===== config.mk =====
export PLATFORM = sky130hd
export DESIGN_NAME = output_selecter_transpose
export DESIGN_NICKNAME = d
export VERILOG_FILES = /design/src/rtl/output_selecter_transpose.sv
export SDC_FILE = /design/constraint.sdc
export NUM_CORES = 2
export LEC_CHECK = 0
export CAP_MARGIN = 25
export CORE_AREA = 2 2 610 612
export CTS_BUF_LIST = sky130_fd_sc_hd__clkbuf_4 sky130_fd_sc_hd__clkbuf_8
export CTS_CLUSTER_DIAMETER = 150
export DETAILED_ROUTE_END_ITERATION = 12
export DIE_AREA = 0 0 612 614
export PLACE_DENSITY = 0.35
export SLEW_MARGIN = 20
export SYNTH_ARGS = -nofsm -noshare
export SYNTH_HDL_FRONTEND = slang
export SYNTH_SLANG_ARGS = --single-unit

===== constraint.sdc =====
create_clock -name clk -period 3 [get_ports clk]
set_clock_uncertainty 0.05 [all_clocks]
set_input_delay 0.9 -clock clk [delete_from_list [all_inputs] [get_ports clk]]
set_output_delay 0.9 -clock clk [all_outputs]
set_load 0.01 [all_outputs]

===== src/rtl/output_selecter_transpose.sv =====
// rtl/output_selecter_transpose.sv - two-pass transpose/scale feedback and output stage for the 4x4 2D FFT
// Sequences row pass then column pass; owns the input-selector pass select.
module output_selecter_transpose #(
  parameter int DATA_W = 16,
  parameter int SHIFT  = 2
) (
  input  logic                     clk,
  input  logic                     rst_n,
  input  logic                     start,
  input  logic                     fft_valid,
  input  logic signed [DATA_W-1:0] fft_1_1_r, fft_1_1_i, fft_1_2_r, fft_1_2_i, fft_1_3_r, fft_1_3_i, fft_1_4_r, fft_1_4_i,
  input  logic signed [DATA_W-1:0] fft_2_1_r, fft_2_1_i, fft_2_2_r, fft_2_2_i, fft_2_3_r, fft_2_3_i, fft_2_4_r, fft_2_4_i,
  input  logic signed [DATA_W-1:0] fft_3_1_r, fft_3_1_i, fft_3_2_r, fft_3_2_i, fft_3_3_r, fft_3_3_i, fft_3_4_r, fft_3_4_i,
  input  logic signed [DATA_W-1:0] fft_4_1_r, fft_4_1_i, fft_4_2_r, fft_4_2_i, fft_4_3_r, fft_4_3_i, fft_4_4_r, fft_4_4_i,
  output logic                     sel,
  output logic signed [DATA_W-1:0] rt_1_1_r, rt_1_1_i, rt_1_2_r, rt_1_2_i, rt_1_3_r, rt_1_3_i, rt_1_4_r, rt_1_4_i,
  output logic signed [DATA_W-1:0] rt_2_1_r, rt_2_1_i, rt_2_2_r, rt_2_2_i, rt_2_3_r, rt_2_3_i, rt_2_4_r, rt_2_4_i,
  output logic signed [DATA_W-1:0] rt_3_1_r, rt_3_1_i, rt_3_2_r, rt_3_2_i, rt_3_3_r, rt_3_3_i, rt_3_4_r, rt_3_4_i,
  output logic signed [DATA_W-1:0] rt_4_1_r, rt_4_1_i, rt_4_2_r, rt_4_2_i, rt_4_3_r, rt_4_3_i, rt_4_4_r, rt_4_4_i,
  output logic signed [DATA_W-1:0] out_1_1_r, out_1_1_i, out_1_2_r, out_1_2_i, out_1_3_r, out_1_3_i, out_1_4_r, out_1_4_i,
  output logic signed [DATA_W-1:0] out_2_1_r, out_2_1_i, out_2_2_r, out_2_2_i, out_2_3_r, out_2_3_i, out_2_4_r, out_2_4_i,
  output logic signed [DATA_W-1:0] out_3_1_r, out_3_1_i, out_3_2_r, out_3_2_i, out_3_3_r, out_3_3_i, out_3_4_r, out_3_4_i,
  output logic signed [DATA_W-1:0] out_4_1_r, out_4_1_i, out_4_2_r, out_4_2_i, out_4_3_r, out_4_3_i, out_4_4_r, out_4_4_i,
  output logic                     out_valid,
  output logic                     busy,
  output logic [7:0]               frame_cnt
);

  typedef logic signed [DATA_W-1:0] smp_t;
  typedef enum logic [1:0] {IDLE, PASS1, PASS2} state_t;

  state_t     state_q, state_d;
  logic       sel_q, sel_d, busy_q, busy_d, out_valid_q, out_valid_d;
  logic [7:0] frame_cnt_q, frame_cnt_d;
  logic       cap_rt, cap_out;

  smp_t fft_r [4][4];
  smp_t fft_i [4][4];
  smp_t rt_r_q [4][4];
  smp_t rt_i_q [4][4];
  smp_t out_r_q [4][4];
  smp_t out_i_q [4][4];
  smp_t rt_r_d [4][4];
  smp_t rt_i_d [4][4];
  smp_t out_r_d [4][4];
  smp_t out_i_d [4][4];

  assign fft_r[0][0] = fft_1_1_r; assign fft_r[0][1] = fft_1_2_r; assign fft_r[0][2] = fft_1_3_r; assign fft_r[0][3] = fft_1_4_r;
  assign fft_r[1][0] = fft_2_1_r; assign fft_r[1][1] = fft_2_2_r; assign fft_r[1][2] = fft_2_3_r; assign fft_r[1][3] = fft_2_4_r;
  assign fft_r[2][0] = fft_3_1_r; assign fft_r[2][1] = fft_3_2_r; assign fft_r[2][2] = fft_3_3_r; assign fft_r[2][3] = fft_3_4_r;
  assign fft_r[3][0] = fft_4_1_r; assign fft_r[3][1] = fft_4_2_r; assign fft_r[3][2] = fft_4_3_r; assign fft_r[3][3] = fft_4_4_r;
  assign fft_i[0][0] = fft_1_1_i; assign fft_i[0][1] = fft_1_2_i; assign fft_i[0][2] = fft_1_3_i; assign fft_i[0][3] = fft_1_4_i;
  assign fft_i[1][0] = fft_2_1_i; assign fft_i[1][1] = fft_2_2_i; assign fft_i[1][2] = fft_2_3_i; assign fft_i[1][3] = fft_2_4_i;
  assign fft_i[2][0] = fft_3_1_i; assign fft_i[2][1] = fft_3_2_i; assign fft_i[2][2] = fft_3_3_i; assign fft_i[2][3] = fft_3_4_i;
  assign fft_i[3][0] = fft_4_1_i; assign fft_i[3][1] = fft_4_2_i; assign fft_i[3][2] = fft_4_3_i; assign fft_i[3][3] = fft_4_4_i;

  always_comb begin
    state_d     = state_q;
    sel_d       = sel_q;
    busy_d      = busy_q;
    out_valid_d = 1'b0;
    frame_cnt_d = frame_cnt_q;
    cap_rt      = 1'b0;
    cap_out     = 1'b0;
    unique case (state_q)
      IDLE: begin
        if (start) begin
          state_d = PASS1;
          busy_d  = 1'b1;
          sel_d   = 1'b0;
        end
      end
      PASS1: begin
        if (fft_valid) begin
          cap_rt  = 1'b1;
          state_d = PASS2;
          sel_d   = 1'b1;
        end
      end
      PASS2: begin
        if (fft_valid) begin
          cap_out     = 1'b1;
          out_valid_d = 1'b1;
          frame_cnt_d = frame_cnt_q + 8'd1;
          state_d     = IDLE;
          sel_d       = 1'b0;
          busy_d      = 1'b0;
        end
      end
      default: begin
        state_d = IDLE;
        sel_d   = 1'b0;
        busy_d  = 1'b0;
      end
    endcase
  end

  // Both captures transpose (row R takes column R of the core result) and compensate the 4-point gain.
  always_comb begin
    rt_r_d  = rt_r_q;
    rt_i_d  = rt_i_q;
    out_r_d = out_r_q;
    out_i_d = out_i_q;
    for (int r = 0; r < 4; r++) begin
      for (int c = 0; c < 4; c++) begin
        if (cap_rt) begin
          rt_r_d[r][c] = fft_r[c][r] >>> SHIFT;
          rt_i_d[r][c] = fft_i[c][r] >>> SHIFT;
        end
        if (cap_out) begin
          out_r_d[r][c] = fft_r[c][r] >>> SHIFT;
          out_i_d[r][c] = fft_i[c][r] >>> SHIFT;
        end
      end
    end
  end

  always_ff @(posedge clk or negedge rst_n) begin
    if (!rst_n) begin
      state_q     <= IDLE;
      sel_q       <= 1'b0;
      busy_q      <= 1'b0;
      out_valid_q <= 1'b0;
      frame_cnt_q <= 8'd0;
      rt_r_q      <= '{default: '0};
      rt_i_q      <= '{default: '0};
      out_r_q     <= '{default: '0};
      out_i_q     <= '{default: '0};
    end else begin
      state_q     <= state_d;
      sel_q       <= sel_d;
      busy_q      <= busy_d;
      out_valid_q <= out_valid_d;
      frame_cnt_q <= frame_cnt_d;
      rt_r_q      <= rt_r_d;
      rt_i_q      <= rt_i_d;
      out_r_q     <= out_r_d;
      out_i_q     <= out_i_d;
    end
  end

  assign sel       = sel_q;
  assign busy      = busy_q;
  assign out_valid = out_valid_q;
  assign frame_cnt = frame_cnt_q;

  assign rt_1_1_r = rt_r_q[0][0]; assign rt_1_2_r = rt_r_q[0][1]; assign rt_1_3_r = rt_r_q[0][2]; assign rt_1_4_r = rt_r_q[0][3];
  assign rt_2_1_r = rt_r_q[1][0]; assign rt_2_2_r = rt_r_q[1][1]; assign rt_2_3_r = rt_r_q[1][2]; assign rt_2_4_r = rt_r_q[1][3];
  assign rt_3_1_r = rt_r_q[2][0]; assign rt_3_2_r = rt_r_q[2][1]; assign rt_3_3_r = rt_r_q[2][2]; assign rt_3_4_r = rt_r_q[2][3];
  assign rt_4_1_r = rt_r_q[3][0]; assign rt_4_2_r = rt_r_q[3][1]; assign rt_4_3_r = rt_r_q[3][2]; assign rt_4_4_r = rt_r_q[3][3];
  assign rt_1_1_i = rt_i_q[0][0]; assign rt_1_2_i = rt_i_q[0][1]; assign rt_1_3_i = rt_i_q[0][2]; assign rt_1_4_i = rt_i_q[0][3];
  assign rt_2_1_i = rt_i_q[1][0]; assign rt_2_2_i = rt_i_q[1][1]; assign rt_2_3_i = rt_i_q[1][2]; assign rt_2_4_i = rt_i_q[1][3];
  assign rt_3_1_i = rt_i_q[2][0]; assign rt_3_2_i = rt_i_q[2][1]; assign rt_3_3_i = rt_i_q[2][2]; assign rt_3_4_i = rt_i_q[2][3];
  assign rt_4_1_i = rt_i_q[3][0]; assign rt_4_2_i = rt_i_q[3][1]; assign rt_4_3_i = rt_i_q[3][2]; assign rt_4_4_i = rt_i_q[3][3];

  assign out_1_1_r = out_r_q[0][0]; assign out_1_2_r = out_r_q[0][1]; assign out_1_3_r = out_r_q[0][2]; assign out_1_4_r = out_r_q[0][3];
  assign out_2_1_r = out_r_q[1][0]; assign out_2_2_r = out_r_q[1][1]; assign out_2_3_r = out_r_q[1][2]; assign out_2_4_r = out_r_q[1][3];
  assign out_3_1_r = out_r_q[2][0]; assign out_3_2_r = out_r_q[2][1]; assign out_3_3_r = out_r_q[2][2]; assign out_3_4_r = out_r_q[2][3];
  assign out_4_1_r = out_r_q[3][0]; assign out_4_2_r = out_r_q[3][1]; assign out_4_3_r = out_r_q[3][2]; assign out_4_4_r = out_r_q[3][3];
  assign out_1_1_i = out_i_q[0][0]; assign out_1_2_i = out_i_q[0][1]; assign out_1_3_i = out_i_q[0][2]; assign out_1_4_i = out_i_q[0][3];
  assign out_2_1_i = out_i_q[1][0]; assign out_2_2_i = out_i_q[1][1]; assign out_2_3_i = out_i_q[1][2]; assign out_2_4_i = out_i_q[1][3];
  assign out_3_1_i = out_i_q[2][0]; assign out_3_2_i = out_i_q[2][1]; assign out_3_3_i = out_i_q[2][2]; assign out_3_4_i = out_i_q[2][3];
  assign out_4_1_i = out_i_q[3][0]; assign out_4_2_i = out_i_q[3][1]; assign out_4_3_i = out_i_q[3][2]; assign out_4_4_i = out_i_q[3][3];

endmodule


=== After elaboration in Yosys (flattened, before gate mapping) ===
Cells that the tools add are included.

* Register bits: 909
* Latch bits: 0
* Bits in writable memories: 0
* Memory bits (read-only): 0
* Input port bits: 516
* Output and inout port bits: 1035
* Word-level logic and storage cells: 93
* Memories: 0

* $add $sub $neg: 1
* Multipliers: 0
* Div/mod/pow operators: 0
* Magnitude comparators: 0
* Equality and inequality tests: 5
* Shifts and indexed selects: 0
* Muxes and demuxes: 13
* Bitwise operators: 1
* Reductions and logical operators: 4

{| class="wikitable"
|+ Operators with widths
! cell !! number
|-
| 8-bit by 1-bit adder with 8-bit output, second input constant || 1
|-
| 1-bit two-way mux || 7
|-
| 2-bit two-way mux || 3
|-
| 2-bit inequality test, second input constant || 3
|-
| 1-bit one-hot mux with 3 select lines || 2
|-
| 2-bit one-hot mux with 3 select lines || 1
|-
| 3-bit AND reduction || 2
|-
| 2-bit by 1-bit equality test with 1-bit output, second input constant || 1
|-
| 2-bit equality test, second input constant || 1
|-
| 2-bit zero test || 1
|-
| 2-bit AND reduction || 1
|-
| 1-bit inverter || 1
|}

=== Logic depth before layout (Yosys ltp) ===
* Depth after elaboration: 3
* Mapped depth: 7
* Depth with buffers taken out: 4

=== Worst setup path before layout ===
Ideal clock, no wire load.

* Path kind: input to register
* Start: input port fft_valid
* End: register rt_i_q, in the netlist rt_1_1_i[0]
* Setup time: 0.125 ns
* Arrival time: 1.646 ns
* Data required time: 2.825 ns
* Setup slack: 1.179 ns
* Stages: 4
* Path buffers: 2
* Path through: nand3_4 > buf_6 > buf_6 > mux2_2

* Longest elaborated chain between the ends: 2

{| class="wikitable"
|+ RTL lines
! item !! RTL line !! text
|-
| start: declaration || 10 || <nowiki>input logic fft_valid,</nowiki>
|-
| 1-bit two-way mux || 74 || <nowiki>if (fft_valid) begin</nowiki>
|-
| 1-bit two-way mux || 65 || <nowiki>unique case (state_q)</nowiki>
|-
| end signal: assignment || 136 || <nowiki>rt_i_q <= rt_i_d;</nowiki>
|-
| end: declaration || 40 || <nowiki>smp_t rt_i_q [4][4];</nowiki>
|}

No other way between the ends.
A chain may end at the register's enable or synchronous reset.

=== Final worst setup path ===
* Start: register rt_i_q, in the netlist rt_2_2_i[4]
* End: output port rt_2_2_i[4]

{| class="wikitable"
|+ RTL lines
! item !! RTL line !! text
|-
| end: declaration || 17 || <nowiki>output logic signed [DATA_W-1:0] rt_2_1_r, rt_2_1_i, rt_2_2_r, rt_2_2_i, rt_2_3_r, rt_2_3_i, rt_2_4_r, rt_2_4_ ...</nowiki>
|}

No word-level cell between the ends.

==> results.toml <==
[outcome]
status = "finished clean"

[place]
dp_hpwl_um = 183000
dp_cells = 9292
dpl_cell_area_mm2 = 0.0553
place_ws_ns = 0.0659
portBuffers = 1486
gp_congestion = 0.806

[setup_path]
worstPathBufferInverterCount = 1
cpLargestDelayFamily = "buffers and inverters"
max_stage_delay_ns = 0.57
r2r_end = "rt_1_2_i[12]"
cp_max_fo = 2
crit_cells = 1
r2r.worst_path.cells = 5
critPathLaunchType = "flip-flop"
regToRegStartpoint = "sel"
crit_arrival_ns = 1.87
path_class = "reg2out"
critPathSlowestCell = "clkdlybuf4s50_1"
crit_chain = "clkdlybuf4s50_1"
reg2reg_setup_slack_ns = 1.00
crit_required_ns = 2.05
critPathCaptureType = "primary output"

[route]
ant_nets = 0
vias = 28165
wl_um = 227000
wl_per_cell_um = 23.5
drt_iter0_drc = 1262
vias_per_cell = 2.92
drt_first_pass_iters = 5
drc = 0

[grt]
gr-total-overflow = 0
grt_pass1_vias = 29265
grt_util_all_layers = 0.116
grt_max_degree = 95
grt_pass1_wl_um = 292000
antenna_found_initial = 53

[finish]
drive_gt1_frac = 0.220
fillerInstances = 41582
fin_cells = 9653
final_area_mm2 = 0.0588
area_growth_syn_to_layout_pct = 67.8
final_nets = 5060
final_util = 0.159

[sta]
slew_violations = 0
slew_headroom = 0.493
period_needed_ns = 2.82
finalSetupViolCount = 0
setup_ws_ns = 0.180
hold_viol_final = 0
fin_crit_sh = 0.940
fin_hold_ws_ns = 0.199
worst_pin_slew_ns = 0.761
max_freq_mhz = 355
fin_tns_setup_ns = 0
rsz0062_at_grt = "false"

[logic_synthesis]
avgSynthCellArea_um2 = 11.6
ys_seq_area_frac = 0.649
syn_inst = 3009
synth_area_leaders = "dfrtp_1 (65%), nand2_1 (14%), mux2_2 (14%)"
synth_top_cell_by_area = "dfrtp_1"
ys_warn_count = 0
synth_top_area_frac = 0.649
ys_ff_latch = 908
syn_area_mm2 = 0.0350
yosysUniqueCellTypes = 24
synth_fp_nets = 3526

[die]
core_mm2 = 0.370
die_area_mm2 = 0.376
pin_count = 1551
die_w_um = 612
num_rows = 224
start_util = 0.0946
fp.dieH_um = 614

[power]
powerDensity_mw_per_mm2 = 1100
p_total_mw = 64.5
peakVddDrop_mv = 0.436
leakage_nw = 26.7

[cts]
htreeDepth = 4
clk_pin_slew_ns = 0.08
worst_skew_pair.late_latency_ns = 0.93
clk_path_buf_depth = 4
hold_buffers = 0
clock_sinks = 908
cts_root_buffer = "clkbuf_8"
cts_tree = "built"
cts_buffers = 188

[min_path]
min_path_type = "in2async"

[job]
maxCapViolCount = 0
how the worst max path moves through the flow:
| stage | from | to | slack [ns] |
|---|---|---|---|
| after floorplan | fft_valid | rt_1_1_i[0] | 1.18 |
| after detailed placement | fft_valid | rt_1_2_i[12] | 0.07 |
| after CTS | rt_1_4_i[10] | rt_1_4_i[10] | -0.07 |
| final | rt_2_2_i[4] | rt_2_2_i[4] | 0.18 |
| after global placement | fft_valid | rt_4_4_r[12] | 0.10 |
| after global routing | rt_1_1_r[6] | rt_1_1_r[6] | 0.002 |
per-layer routing:
metal	share of wire	global-route usage	up-vias
met5	0.00012	0	-
met4	0.024	0.0278	4
met3	0.079	0.0393	263
met2	0.51	0.208	1036
met1	0.38	0.131	14290
li1	-	-	12572
cell families (layout without fill, tap and decap cells):
kind of cell | Yosys count | in the layout | synth area share
simple gates | 1361 | 1361 | 0.147
flops | 908 | 908 | 0.649
mux | 449 | 449 | 0.144
buf+inv | 280 | 1933 | 0.0573
xor+xnor | 7 | 7 | 0.00175
compound gates | 3 | 3 | 0.000607
fa+ha+maj | 1 | 1 | 0.000357
other cells | 0 | 19 | 0
cells in the final DEF, fill, tap and decap left out, drive strengths merged, types with 4 or more instances in the layout:
cell type	count
nand2	1349
dfrtp	908
clkdlybuf4s50	732
dlygate4sd2	654
mux2	448
clkbuf	274
buf	177
clkdlybuf4s15	58
diode	19
clkinv	19
inv	11
bufinv	5
xnor2	4
synthesized netlist by cell type:
cell / instances
nand2_1: 1349
dfrtp_1: 908
mux2_2: 448
buf_4: 131
buf_2: 94
buf_6: 46
clkbuf_1: 6
xnor2_1: 4
nand4_1: 3
xor2_1: 3
inv_1: 2
nor2_1: 2
nor3_1: 2
a22oi_1: 1
and3_1: 1
ha_1: 1
inv_2: 1
mux2i_1: 1
nand2b_1: 1
nand3_1: 1
nand3_4: 1
nand3b_4: 1
o21ai_0: 1
o2bb2ai_1: 1
what timing repair did:
action	in CTS	in global routing
setup buffers	33	0
gates resized for setup	926	0
endpoints found under the setup margin	726	0
layout make-up:
| class | count | area [um^2] | area share |
|---|---|---|---|
| sequential | 908 | 22800 | 0.388 |
| clock buffer | 274 | 3380 | 0.0576 |
| clock inverter | 35 | 408 | 0.00694 |
| inverter | 3 | 18.8 | 0.000319 |
| timing repair buffer | 1621 | 15600 | 0.266 |
| multi-input combinational | 1821 | 10300 | 0.175 |
| tap | 4972 | 6220 | 0.106 |
| antenna | 19 | 47.5 | 0.000809 |
where the power goes:
part / leakage [nW] / internal [mW] / switching, mW / total [mW]
Combinational: 13.8 / 12.7 / 15.6 / 28.2
Clock: 2.02 / 7.66 / 6.21 / 13.9
Sequential: 10.9 / 18.3 / 4.11 / 22.4
Total: 26.7 / 38.6 / 25.9 / 64.5
(Power assumes the default switching activity.)
